File: config.mk
export PLATFORM = sky130hd
export DESIGN_NAME = issue_scheduler
export DESIGN_NICKNAME = d
export VERILOG_FILES = /design/src/rtl/issue_scheduler.sv
export SDC_FILE = /design/constraint.sdc
export NUM_CORES = 1
export LEC_CHECK = 0
export ABC_CLOCK_PERIOD_IN_PS = 4500
export CORE_ASPECT_RATIO = 1.5
export CORE_MARGIN = 10
export CORE_UTILIZATION = 40
export DETAILED_ROUTE_END_ITERATION = 10
export PLACE_DENSITY = 0.75
export SYNTH_ARGS = -nofsm -noshare
export SYNTH_HDL_FRONTEND = slang
export SYNTH_SLANG_ARGS = --single-unit
File: constraint.sdc
create_clock -name clk -period 4.5 [get_ports clk]
set_clock_uncertainty 0.05 [all_clocks]
set_input_delay 0.45 -clock clk [delete_from_list [all_inputs] [get_ports clk]]
set_output_delay 0.45 -clock clk [all_outputs]
set_load 0.05 [all_outputs]
File: src/rtl/issue_scheduler.sv
// Dual-issue scheduler: scoreboard-based RAW/WAW hazard blocking, slot-0-only
// branch issue with a wait state until resolution, and a registered flush on taken.
module issue_scheduler #(
    parameter int NREG = 32
) (
    input  logic            clk,
    input  logic            reset,
    input  logic            s0_valid,
    input  logic            s1_valid,
    input  logic [4:0]      s0_rs,
    input  logic [4:0]      s0_rt,
    input  logic [4:0]      s1_rs,
    input  logic [4:0]      s1_rt,
    input  logic            s0_use_rs,
    input  logic            s0_use_rt,
    input  logic            s1_use_rs,
    input  logic            s1_use_rt,
    input  logic [4:0]      s0_rd,
    input  logic [4:0]      s1_rd,
    input  logic            s0_regwrite,
    input  logic            s1_regwrite,
    input  logic            s0_branch,
    input  logic            s1_branch,
    input  logic            wb0_en,
    input  logic            wb1_en,
    input  logic [4:0]      wb0_rd,
    input  logic [4:0]      wb1_rd,
    input  logic            br_resolve,
    input  logic            br_taken,
    output logic            issue0,
    output logic            issue1,
    output logic [1:0]      consume,
    output logic            flush,
    output logic [NREG-1:0] busy,
    output logic            br_wait
);

    typedef enum logic [0:0] {
        RUN     = 1'b0,
        BR_WAIT = 1'b1
    } state_t;

    state_t          state_q, state_d;
    logic            flush_d;
    logic [NREG-1:0] busy_d;
    logic            s0_haz, s1_haz, s0_waw_busy, s1_waw_busy;
    logic            pair_raw, pair_waw;
    logic            can_issue0, can_issue1;

    always_comb begin
        s0_haz      = (s0_use_rs && (s0_rs != 5'd0) && busy[s0_rs]) ||
                      (s0_use_rt && (s0_rt != 5'd0) && busy[s0_rt]);
        s1_haz      = (s1_use_rs && (s1_rs != 5'd0) && busy[s1_rs]) ||
                      (s1_use_rt && (s1_rt != 5'd0) && busy[s1_rt]);
        s0_waw_busy = s0_regwrite && busy[s0_rd];
        s1_waw_busy = s1_regwrite && busy[s1_rd];
        pair_raw    = s0_regwrite && (s0_rd != 5'd0) &&
                      ((s1_use_rs && (s1_rs == s0_rd)) ||
                       (s1_use_rt && (s1_rt == s0_rd)));
        pair_waw    = s0_regwrite && s1_regwrite && (s0_rd != 5'd0) && (s0_rd == s1_rd);
        can_issue0  = s0_valid && !s0_haz && !s0_waw_busy;
        can_issue1  = can_issue0 && s1_valid && !s0_branch && !s1_branch &&
                      !s1_haz && !pair_raw && !pair_waw && !s1_waw_busy;
    end

    always_comb begin
        state_d = state_q;
        flush_d = 1'b0;
        issue0  = 1'b0;
        issue1  = 1'b0;
        if (!reset) begin
            case (state_q)
                RUN: begin
                    issue0 = can_issue0;
                    issue1 = can_issue1;
                    if (can_issue0 && s0_branch)
                        state_d = BR_WAIT;
                end
                BR_WAIT: begin
                    if (br_resolve) begin
                        state_d = RUN;
                        flush_d = br_taken;
                    end
                end
                default: state_d = RUN;
            endcase
        end
    end

    // Clears first, then sets, so an issue to a register being written back keeps it busy.
    always_comb begin
        busy_d = busy;
        if (wb0_en) busy_d[wb0_rd] = 1'b0;
        if (wb1_en) busy_d[wb1_rd] = 1'b0;
        if (issue0 && s0_regwrite) busy_d[s0_rd] = 1'b1;
        if (issue1 && s1_regwrite) busy_d[s1_rd] = 1'b1;
        busy_d[0] = 1'b0;
    end

    always_ff @(posedge clk) begin
        if (reset) begin
            state_q <= RUN;
            flush   <= 1'b0;
            busy    <= '0;
        end else begin
            state_q <= state_d;
            flush   <= flush_d;
            busy    <= busy_d;
        end
    end

    assign consume = {1'b0, issue0} + {1'b0, issue1};
    assign br_wait = (state_q == BR_WAIT);

endmodule
## Yosys cells after proc, flatten, opt, wreduce, memory -nomap -nowiden

Index checks and enable logic that the tools add are counted.
Widths: inputs -> output; s select.

| word-level totals | value |
|---|---|
| latch bits | 0 |
| memory bits (writable) | 0 |
| word-level logic and storage cells | 109 |
| memory bits (read-only) | 0 |
| bits of input ports | 56 |
| bits in registers | 34 |
| memories | 0 |

| cells by class | value |
|---|---|
| bitwise logic cells | 8 |
| equal/unequal tests | 3 |
| order comparisons | 12 |
| div/mod/pow operators | 0 |
| shift-type cells | 0 |
| reduce and logical (&&, ||, !) cells | 50 |
| $add $sub $neg | 1 |
| multipliers | 0 |
| multiplexer cells | 31 |

Operator list:

| cell | count |
|---|---|
| $mux 32 | 4 |
| $and 32x32->32 | 2 |
| $not 32->32 | 2 |
| $or 32x32->32 | 2 |
| $lt 5x6->1 const B | 8 |
| $logic_and 1x1->1 | 33 |
| $bmux 1 s5 | 6 |
| $reduce_bool 5->1 | 5 |
| $demux 1 s5 | 4 |
| $ge 5x1->1 const B | 4 |
| $mux 1 | 16 |
| $eq 5x5->1 | 3 |
| $logic_not 1->1 | 8 |
| $logic_or 1x1->1 | 3 |
| $reduce_or 3->1 | 1 |
| $add 1x1->2 | 1 |
| $not 1->1 | 2 |
| $pmux 1 s2 | 1 |

## Depth between registers and ports, before layout

| logic depth | value |
|---|---|
| depth after elaboration | 18 |
| mapped depth | 11 |

## Least setup slack after synthesis

OpenSTA, ideal clock, no wires.

| timing | value |
|---|---|
| path type | input -> output |
| start | input port s0_rd[1] |
| end | output port consume[0] |
| required time | 4.000 ns |
| cell stages on the path | 8 |
| slack | 0.199 ns |
| arrival time | 3.801 ns |
| path buffers | 1 |
| cell sequence | buf_2 > mux2_1 > a31o_1 > a311o_1 > o31ai_1 > nand3_1 > nor3_1 > nor2b_1 |

| between the ends | value |
|---|---|
| elaborated cells on any way between the ends | 30 |
| classes of those cells | add/sub: 1; eq/ne: 3; mux: 6; reduce/logical: 20 |

RTL lines:

| what | line | RTL |
|---|---|---|
| from (decl) | 18 | `input logic [4:0] s0_rd,` |
| $bmux 1 s5 | 55 | `s0_waw_busy = s0_regwrite && busy[s0_rd];` |
| $mux 1 (not written as such) | 55 |  |
| $logic_and 1x1->1 | 55 |  |
| $logic_not 1->1 | 61 | `can_issue0 = s0_valid && !s0_haz && !s0_waw_busy;` |
| $logic_and 1x1->1 | 61 |  |
| $mux 1 | 72 | `case (state_q)` |
| $mux 1 | 71 | `if (!reset) begin` |
| net issue0 | 30 | `output logic issue0,` |
| $add 1x1->2 | 112 | `assign consume = {1'b0, issue0} + {1'b0, issue1};` |
| to (decl) | 32 | `output logic [1:0] consume,` |

The timed path passes the listed nets, and every way through them passes these cells. The select of a mux whose other input is x is not followed.

## Worst setup path after layout

| timing | value |
|---|---|
| start | input port s0_rs[0] |
| end | output port consume[0] |

| between the ends | value |
|---|---|
| word-level cells in the longest chain between the ends | 17 |
| elaborated cells on any way between the ends | 21 |
| classes of those cells | add/sub: 1; mux: 6; reduce/logical: 14 |

RTL lines:

| what | line | RTL |
|---|---|---|
| from (decl) | 10 | `input logic [4:0] s0_rs,` |
| $bmux 1 s5 or $reduce_bool 5->1 (tied branches) | 51 | `s0_haz = (s0_use_rs && (s0_rs != 5'd0) && busy[s0_rs]) \|\|` |
| $mux 1 (not written as such) or $logic_and 1x1->1 (tied branches) | 51 |  |
| $logic_and 1x1->1 (*) | 51 |  |
| $logic_or 1x1->1 (*) | 51 |  |
| $logic_not 1->1 (*) | 61 |  |
| $logic_and 1x1->1 (*) (2 in series) | 61 |  |
| $logic_and 1x1->1 (4 in series) | 62 | `can_issue1 = can_issue0 && s1_valid && !s0_branch && !s1_branch &&` |
| $logic_and 1x1->1 (3 in series) | 63 | `!s1_haz && !pair_raw && !pair_waw && !s1_waw_busy;` |
| $mux 1 | 72 |  |
| $mux 1 | 71 |  |
| $add 1x1->2 (*) | 112 |  |

Every way passes the cells marked *; elsewhere a longest branch is shown, timed or not. The select of a mux whose other input is x is not followed.

==> results.py <==
metrics = {
    "floorplanning": {
        "fp.dieW_um": 106.0,
        "fp.dieH_um": 149.0,
        "placementRows": 47,
        "core_area_sq_mm": 0.01094,
        "dieArea_sq_mm": 0.01580,
        "ios": 94,
        "start_util": 0.4057,
    },
    "power": {
        "p_sw_frac": 0.3149,
        "p_leak_nw": 1.872,
        "power_frac_comb": 0.289,
        "p_clk_frac": 0.392,
        "intPower_w": 0.0006441,
        "seqPwrFrac": 0.319,
        "powerDensity_mw_per_mm2": 170.3,
        "vdd_ir_drop_max_uv": 128.7,
        "power.switching_w": 0.0002961,
    },
    "placed_design": {
        "detailedPlace.worstSlack_ps": 433.8,
        "dp_hpwl_um": 13270,
        "port_buffers": 92,
        "place.gp.congestion": 0.9765,
    },
    "critical_path": {
        "startpoint_type": "input port",
        "reg2reg_depth": 7,
        "worst_ep_arrival_time_ps": 3570,
        "worst-path-max-fanout": 9,
        "reg2reg_slack_ps": 1620,
        "worstPathRequired_ps": 4000,
        "crit_type": "in -> out",
        "rr_startpoint": "busy[27]",
        "r2r-end": "busy[30]",
        "cp-end-kind": "output port",
    },
    "timing": {
        "finalCritPeriodShare": 0.9041,
        "slew_headroom": 0.2949,
        "tns_ps": 0,
        "worst_pin_slew_ps": 1050,
        "slew_viol_final": 0,
        "max_freq_ghz": 0.2458,
        "finalSetupViolCount": 0,
        "timing_hold_violations_final": 0,
        "period_minus_slack_ps": 4069,
        "finalWorstSetupSlack_ps": 431.4,
        "rsz0062_at_grt": "false",
    },
    "grt": {
        "antenna_found_initial": 0,
        "overflow": 0,
        "grt.total_usage": 0.2225,
        "grt_pass1_wl_um": 27970,
        "grt_max_degree": 36,
        "grt_pass1_vias": 4964,
    },
    "finish": {
        "syn_to_final_growth_pct": 24.39,
        "layout-drive-gt1-share": 0.1635,
        "fillers": 1025,
        "nets": 630,
        "n_antenna_cell": 0,
    },
    "synthesis": {
        "yosysWarnings": 0,
        "synthTopCellsByArea": "dfxtp_1 15%, mux4_2 12%, mux2i_1 7.2%",
        "synth_ff_type": "dfxtp_1",
        "synth_edf_count": 0,
        "netlist_area_sq_mm": 0.004438,
        "netlist_instances": 515,
        "synth_largest_area_cell": "dfxtp_1",
        "ys_top_cells_by_count": "46 x nand3_1, 33 x dfxtp_1, 32 x a31oi_1, 32 x mux2i_1",
        "yosysMostFrequentCell": "nand3_1",
        "synth-seq-cells": 33,
        "syn_area_per_cell_sq_um": 8.617,
        "syn_nets": 571,
        "synthArstFlopShare": 0,
        "synth_seq_area_share": 0.1489,
        "ys_types": 63,
        "synth_top_area_frac": 0.1489,
    },
    "cts": {
        "cts_tree": "done",
        "cts_resized": 0,
        "cts_buffer_depth": 2,
        "clk_latency_ps": 290,
        "ctsHoldBuffers": 0,
        "post_cts_buffers": 0,
        "h-tree-depth": 2,
        "cts_root_buf": "clkbuf_16",
        "numCtsBuffers": 5,
        "clk_pin_slew_ps": 60,
        "clock_sinks": 33,
    },
    "routing": {
        "via_per_inst": 6.939,
        "drtIter0Drc": 555,
        "wl_per_cell_um": 25.00,
        "vias": 5010,
        "route.detailed.drc": 0,
        "drtAntennaViolNets": 0,
        "routed_wl_um": 18050,
        "dr.pass1.iters": 7,
    },
    "job": {
        "drv_cap": 0,
    },
    "min_path": {
        "whs_endpoint": "br_wait",
        "holdPathStages": 2,
        "hold_path_class": "reg -> reg",
        "hold_start": "br_wait",
    },
    "run_status": {
        "status": "finished, final reports clean",
    },
}
[cells by family after synthesis]
logic type,synth area share
flops,0.1489
compound gates,0.2072
simple gates,0.2709
buf+inv,0.07415
mux,0.2684
xor+xnor,0.02960
other cells,0.0008450
[stage by stage]
step | power [W] | cells | hold WS [ps] | util | area [sq um]
finish | 0.0009402 | 722 | 530.8 | 0.5047 | 5520
global route | 0.0009678 | 722 | 582.6 | 0.5047 | 5520
CTS | 0.0009275 | 722 | 526.4 | 0.5047 | 5520
detailed placement | 0.0005717 | 714 | 514.4 | 0.4903 | 5363
global placement | 0.0005647 | 714 | 520.5 | 0.4903 | 5363
floorplan | 0.0004709 | 515 | 503.6 | - | 4438
[power by group through the flow]
stage | combinational, W | clock [W] | sequential [W]
2_1_floorplan | 0.000161 | 0 | 0.000310
3_3_place_gp | 0.000259 | 0 | 0.000305
3_5_place_dp | 0.000266 | 0 | 0.000305
4_1_cts | 0.000267 | 0.000361 | 0.000299
5_1_grt | 0.000288 | 0.000380 | 0.000299
6_report | 0.000272 | 0.000369 | 0.000300
[per-layer routing]
layer	vias to the layer above	GRT usage	routed length, um
met4	0	0.1719	1436
li1	2160	-	-
met2	400	0.3601	8393
met1	2331	0.2471	6258
met3	119	0.05147	1959
met5	-	0	0
[worst max path at each step]
stage	slack, ps	end	from	depth (start not counted)
6_report	430	consume[0]	s0_rs[0]	9
5_1_grt	320	consume[0]	s0_rs[0]	9
4_1_cts	430	consume[0]	s0_rs[0]	9
3_5_place_dp	430	consume[0]	s0_rs[0]	9
3_3_place_gp	570	consume[0]	s0_rt[1]	8
2_1_floorplan	200	consume[0]	s0_rd[1]	8
[area by class of cell]
class	count	area (sq um)	share of cell area
multi-input combinational	424	3448	0.6247
sequential	33	660.6	0.1197
clock buffer	7	152.6	0.02765
timing repair buffer	103	1044	0.1890
clock inverter	1	5.005	0.0009066
tap	147	183.9	0.03332
inverter	7	26.28	0.004760
[layout by cell type, fill, tap and decap left out, types with 7 or more instances in the layout]
cell type,instances
dfxtp_1,33
a31oi_1,32
nor3_1,11
nand3b_1,11
nand2_1,24
xor2_1,12
mux4_2,24
o22ai_1,27
inv_1,7
nor2_1,31
mux2i_1,32
clkdlybuf4s50_1,88
nor3b_1,31
nand3_1,46
and3_1,14
mux4_1,10
o21ai_2,30
buf_4,11
[critical path, cell delays in order]
cell and delay, ps:
clkdlybuf4s50_1 750, mux4_1 610, mux2_2 280, a221oi_1 290, a311o_2 190, nand3_1 120
nor3_1 410, nor2b_1 290, buf_12 170
[state kept, by name, indices dropped and copies added (netlist names)]
name     flops
busy        31
br_wait      1
flush        1
No activity file was read; power rests on OpenSTA's default activity.
